[src/rtl/test_ppfifo_source_pkg.sv]
// Shared types and constants for the synthetic ppfifo read-side producer.
// Pattern LFSR constants are used only when TEST_PPFIFO_SRC_LFSR_EN is defined.
package test_ppfifo_source_pkg;

  typedef enum logic [1:0] {
    TOP_IDLE,
    TOP_RUN,
    TOP_DONE
  } top_state_t;

  typedef enum logic [1:0] {
    BANK_EMPTY,
    BANK_FILLING,
    BANK_FULL,
    BANK_ACTIVE
  } bank_state_t;

  localparam int SIZE_W = 24;

  // Right-shifting Galois form of x^32+x^22+x^2+x+1
  localparam logic [31:0] LFSR_POLY = 32'h8020_0003;
  localparam logic [31:0] LFSR_SEED = 32'hFFFF_FFFF;

  function automatic logic [31:0] lfsr_step(input logic [31:0] s);
    return s[0] ? ((s >> 1) ^ LFSR_POLY) : (s >> 1);
  endfunction

endpackage

[src/rtl/ppfifo_src_bank.sv]
// One ping-pong bank: EMPTY -> FILLING (FILL_DELAY cycles) -> FULL -> ACTIVE -> EMPTY.
// Exposes its next state so the top can register ready with no extra cycle of lag.
module ppfifo_src_bank
  import test_ppfifo_source_pkg::*;
#(
  parameter int FILL_DELAY = 4
) (
  input  logic              i_clk,
  input  logic              i_rst_n,
  input  logic              i_fill,
  input  logic [SIZE_W-1:0] i_fill_size,
  input  logic              i_claim,
  input  logic              i_release,
  output logic [1:0]        o_state,
  output logic [1:0]        o_state_nxt,
  output logic [SIZE_W-1:0] o_size
);

  localparam int TW = (FILL_DELAY > 1) ? $clog2(FILL_DELAY) : 1;

  bank_state_t       r_state;
  bank_state_t       w_state_nxt;
  logic [TW-1:0]     r_timer;
  logic [SIZE_W-1:0] r_size;

  always_comb begin
    w_state_nxt = r_state;
    case (r_state)
      BANK_EMPTY:   if (i_fill)          w_state_nxt = BANK_FILLING;
      BANK_FILLING: if (r_timer == '0)   w_state_nxt = BANK_FULL;
      BANK_FULL:    if (i_claim)         w_state_nxt = BANK_ACTIVE;
      BANK_ACTIVE:  if (i_release)       w_state_nxt = BANK_EMPTY;
      default:                           w_state_nxt = BANK_EMPTY;
    endcase
  end

  always_ff @(posedge i_clk or negedge i_rst_n) begin
    if (!i_rst_n) begin
      r_state <= BANK_EMPTY;
      r_timer <= '0;
      r_size  <= '0;
    end else begin
      r_state <= w_state_nxt;
      if (r_state == BANK_EMPTY && i_fill) begin
        r_size  <= i_fill_size;
        r_timer <= TW'(FILL_DELAY - 1);
      end else if (r_state == BANK_FILLING && r_timer != '0) begin
        r_timer <= r_timer - TW'(1);
      end
    end
  end

  assign o_state     = r_state;
  assign o_state_nxt = w_state_nxt;
  assign o_size      = r_size;

endmodule

[config.mk]
export PLATFORM = sky130hd
export DESIGN_NAME = ppfifo_src_bank
export DESIGN_NICKNAME = d
export VERILOG_FILES = /design/src/rtl/test_ppfifo_source_pkg.sv /design/src/rtl/ppfifo_src_bank.sv
export SDC_FILE = /design/constraint.sdc
export NUM_CORES = 1
export LEC_CHECK = 0
export BUFFER_PORTS_ARGS = -buffer_cell sky130_fd_sc_hd__buf_2
export CAP_MARGIN = 5
export CORE_MARGIN = 5
export CORE_UTILIZATION = 40
export CTS_CLUSTER_SIZE = 10
export DETAILED_ROUTE_END_ITERATION = 10
export HOLD_SLACK_MARGIN = 0.1
export PLACE_DENSITY = 0.71
export SLEW_MARGIN = 5
export SYNTH_ARGS = -nofsm -noshare
export SYNTH_HDL_FRONTEND = slang
export SYNTH_SLANG_ARGS = --single-unit
[constraint.sdc]
create_clock -name i_clk -period 1.7 [get_ports i_clk]
set_input_delay 0.255 -clock i_clk [delete_from_list [all_inputs] [get_ports i_clk]]
set_output_delay 0.255 -clock i_clk [all_outputs]
set_load 0.01 [all_outputs]
After elaboration in Yosys (flattened, before gate mapping). Index checks and enable logic that the tools add are counted.

Bits in registers: 28. Output and inout port bits: 28. Logic and storage cells: 20.

Add/sub/neg operators: 1. Equality and inequality tests: 3. Muxes and demuxes: 7. Reduce and logical (&&, ||, !) cells: 6.

Operator list (count): 2-bit 2-to-1 mux (6); 2-bit case mux with 4 select lines (1); 2-bit == test (second input constant) (2); 2-bit zero test (2); 2-bit nonzero test (2); 2-bit by 1-bit == test with 1-bit output (second input constant) (1); 1-bit logical AND (2); 2-bit by 1-bit subtractor with 2-bit output (second input constant) (1).

Depth between registers and ports, before layout.
Depth in word-level cells: 4. Depth in mapped cells: 4.

Worst setup path before layout. Ideal clock, no wire load.

Kind: flip-flop to flip-flop. Start point: reg r_state[0], in the netlist o_state[0]. End point: reg r_size[11], in the netlist o_size[11]. Setup time: 0.125 ns. Arrival: 1.357 ns. Data required time: 1.575 ns. Slack: 0.218 ns. Stages on the path, launching flop included: 5. Buffers on the path: 2. Cell sequence: dfrtp_1 buf_6 nor3b_4 buf_6 mux2_2.

Word-level cells in the longest chain between the ends: 2.

Ends and longest elaborated chain: start, declared (line ppfifo_src_bank.sv:21) `bank_state_t r_state;`; start signal, assigned (line ppfifo_src_bank.sv:43) `r_state <= w_state_nxt;`; 2-bit zero test (line ppfifo_src_bank.sv:44) `if (r_state == BANK_EMPTY && i_fill) begin`; 1-bit logical AND (line ppfifo_src_bank.sv:44); end signal, assigned (line ppfifo_src_bank.sv:45) `r_size <= i_fill_size;`; end, declared (line ppfifo_src_bank.sv:24) `logic [SIZE_W-1:0] r_size;`.

Every way passes these cells. A chain may end at the register's enable or synchronous reset.

Worst setup path in the final report.
Start point: reg r_timer[1]. End point: out o_state_nxt[0].

Word-level cells in the longest chain between the ends: 3.

Ends and longest elaborated chain: start, declared (line ppfifo_src_bank.sv:23) `logic [TW-1:0] r_timer;`; start signal, assigned (line ppfifo_src_bank.sv:46) `r_timer <= TW'(FILL_DELAY - 1);`; start signal, assigned (line ppfifo_src_bank.sv:48) `r_timer <= r_timer - TW'(1);`; 2-bit zero test (line ppfifo_src_bank.sv:30) `BANK_FILLING: if (r_timer == '0) w_state_nxt = BANK_FULL;`; 2-bit 2-to-1 mux (line ppfifo_src_bank.sv:30); 2-bit case mux with 4 select lines (line ppfifo_src_bank.sv:28) `case (r_state)`; end, declared (line ppfifo_src_bank.sv:15) `output logic [1:0] o_state_nxt,`.

Every way passes these cells.

==> insert_results.sql <==
INSERT INTO impl_metrics (metric_group, metric, value, unit) VALUES
('status', 'outcome', 'finished, violations left', ''),
('status', 'failed_checks', 'negative setup slack', ''),
('power_and_ir_drop', 'p_leak', '0.783', 'nW'),
('worst_setup_path', 'critPathSlowestCell', 'mux4_2', ''),
('power_and_ir_drop', 'swShare', '33.7', '%'),
('power_and_ir_drop', 'power.share.combinational', '48.4', '%'),
('route', 'route.antenna.remaining_nets', '0', ''),
('worst_setup_path', 'worst-endpoint-required', '1.44', 'ns'),
('cells_and_area', 'antenna_cells', '0', ''),
('route', 'first_pass_iteration_count_of_the_detailed_router', '4', ''),
('place', 'place_hpwl', '1.84', 'mm'),
('worst_setup_path', 'first_element_of_the_critical_path', 'r_timer[1]$_DFFE_PN0P_', ''),
('cts', 'clkSinkCount', '28', ''),
('sta', 'finalSetupViolations', '1', ''),
('worst_setup_path', 'timing.critical_path.to_type', 'output port', ''),
('cts', 'worst_setup_hold_path_clk_slew', '0.14', 'ns'),
('power_and_ir_drop', 'power_frac_seq', '41.1', '%'),
('worst_setup_path', 'worstSetupPathType', 'flop to output port', ''),
('die', 'rows', '19', ''),
('worst_setup_path', 'worst_path_largest_cell_delay', '0.46', 'ns'),
('sta', 'hold_viol_final', '0', ''),
('worst_setup_path', 'cp.buffers_inverters', '3', ''),
('logic_synthesis', 'avgSynthCellArea', '15.8', 'µm²'),
('cts', 'max-clock-path-buffers', '2', ''),
('logic_synthesis', 'synthesis.nets', '103', ''),
('die', 'die_height', '63.7', 'µm'),
('logic_synthesis', 'syn-instance-count', '73', ''),
('sta', 'final.min_clock_period', '1.83', 'ns'),
('grt', 'grt_max_degree', '29', ''),
('sta', 'final_min_period_over_clock_period', '108', '%'),
('logic_synthesis', 'netlist_top_cells_area', 'dfrtp_1 61%, mux2_2 22%, buf_6 2.9%', ''),
('cts', 'tritoncts', 'done', ''),
('place', 'routabilityCongestion', '0.837', ''),
('worst_setup_path', 'cp_cell_sequence', 'inv_2 > ha_4 > inv_2 > mux4_2 > buf_6', ''),
('route', 'via_per_inst', '4.78', ''),
('cells_and_area', 'drive_gt1_share', '75.5', '%'),
('logic_synthesis', 'synth_top_cell_area_share', '60.7', '%'),
('grt', 'antenna_found_initial', '0', ''),
('sta', 'finalMaxSlewViolations', '0', ''),
('logic_synthesis', 'synth.ff_latch_count', '28', ''),
('worst_setup_path', 'critical-path-top-delay-family', 'multiplexers', ''),
('worst_setup_path', 'worst_path_most_repeated_cell', 'inv_2', ''),
('route', 'post-route-drc-count', '0', ''),
('die', 'dieArea', '4060', 'µm²'),
('route', 'vias', '813', ''),
('power_and_ir_drop', 'vdd_ir_drop_max', '1240', 'µV'),
('logic_synthesis', 'synth_warnings', '0', ''),
('worst_setup_path', 'cp.arrival', '1.58', 'ns'),
('cells_and_area', 'mostFrequentLayoutCell', 'buf_2', ''),
('cts', 'clock_latency', '0.31', 'ns'),
('logic_synthesis', 'seq_area_frac_synth', '60.7', '%'),
('min_path', 'min-delay-path-class', 'primary input to flop', ''),
('grt', 'first_global_vias', '889', ''),
('die', 'die_x', '63.7', 'µm'),
('grt', 'grt_pass1_wl', '4.11', 'mm'),
('route', 'routedWlPerCell', '14.4', 'µm'),
('cells_and_area', 'fin_nets', '170', ''),
('worst_setup_path', 'critical_path_peak_fanout', '2', ''),
('min_path', 'hold_path_startpoint', 'i_fill_size[10]', ''),
('route', 'wl', '2.44', 'mm'),
('sta', 'layout_setup_ws', '-0.134', 'ns'),
('grt', 'gr-usage-all-layers', '12.5', '%'),
('worst_setup_path', 'worst_r2r_startpoint', 'o_state[0]$_DFF_PN0_', ''),
('place', 'port-buffer-count', '56', ''),
('cells_and_area', 'layout.cells.most_common_list', '55 x buf_2, 27 x dfrtp_1, 23 x mux2_2', ''),
('worst_setup_path', 'critical_path.startpoint_type', 'flop', ''),
('flow_run', 'cap_viol_max_count', '0', ''),
('cells_and_area', 'area_growth_syn_to_layout', '37.0', '%'),
('sta', 'fmax', '0.545', 'GHz'),
('cts', 'htree_levels', '1', ''),
('die', 'initial_core_util', '41.8', '%');
-- worst register-to-register path: stages, from the launching register on --
cell and delay (ns):
dfrtp_2 0.52, nor3b_4 0.20, buf_4 0.24, mux2_2 0.36
-- flip-flops by register name, indices dropped and copies added (netlist names) --
| signal | count |
|---|---|
| o_state | 2 |
| o_size | 24 |
| r_timer | 2 |
-- layout make-up --
cell class / count / area, µm²
fillers: 238 / 1180
flip-flops and latches: 28 / 702
multi-input cells: 38 / 428
repair buffers: 65 / 360
well taps: 31 / 38.8
clock buffers: 4 / 36.3
inverters: 4 / 15.0
-- Yosys cell counts, drive strengths merged --
cell    number
o21ai        1
mux2        24
nand3b       2
dfrtp       28
buf          3
o221a        2
or2          1
nor3b        1
o21ba        1
nand2        3
inv          4
a21bo        1
mux4         1
ha           1
-- logic make-up after synthesis --
group	share of synthesized area, %
adders and majority gates	1.08
buffers and inverters	4.23
AOI/OAI and AO/OA	4.12
DFF	60.7
muxes	25.4
and+or+nand+nor	4.45
-- timing repair --
action / in CTS / in global routing
hold buffers: 1 / 0
hold endpoints to repair: 28 / 0
buffers inserted: 4 / 2
resized for setup: 5 / 7
endpoints found under the setup margin: 2 / 2
pin swaps: 1 / 1
-- per-stage QoR --
stage          util [%]  hold WS (ns)  setup TNS (ns)  instances  instance area, µm²
5_1_grt            57.3         0.133          -0.283        170                1580
3_3_place_gp       52.7         0.292               0        159                1450
6_report           57.3         0.147          -0.134        170                1580
2_1_floorplan         -       -0.0406               0         73                1150
4_1_cts            56.0         0.130          -0.151        168                1540
3_5_place_dp       52.7         0.305               0        159                1450
-- power groups by stage --
stage	Combinational (W)	Clock [W]	Sequential [W]
after floorplan	0.000645	0	0.00135
after global placement	0.00122	0	0.00120
after detailed placement	0.00125	0	0.00122
after CTS	0.00136	0.000333	0.00120
after global routing	0.00155	0.000366	0.00126
final	0.00143	0.000308	0.00121
-- layer usage --
metal | wire (µm) | track usage [%] | vias to the layer above | share of wire, %
met5 | 0 | 0 | - | 0
met4 | 23 | 4.42 | 0 | 0.94
met3 | 275 | 4.62 | 4 | 11
met2 | 1200 | 19.5 | 39 | 49
met1 | 942 | 15.8 | 382 | 39
li1 | - | - | 388 | -
-- path summary, 6_finish.rpt --
path | to | slack (ns) | cells after the start
worst max-delay path | o_state_nxt[0] | -0.13 | 5
worst min-delay path | o_size[10]$_DFFE_PN0P_ | 0.15 | 2
worst max register to register | o_size[11]$_DFFE_PN0P_ | 0.27 | 3
worst min register to register | o_size[10]$_DFFE_PN0P_ | 0.50 | 1
max in group asynchronous | o_state[0]$_DFF_PN0_ | 0.78 | 2
min in group asynchronous | o_size[10]$_DFFE_PN0P_ | 0.48 | 2
No activity file was read; power rests on OpenSTA's default activity.
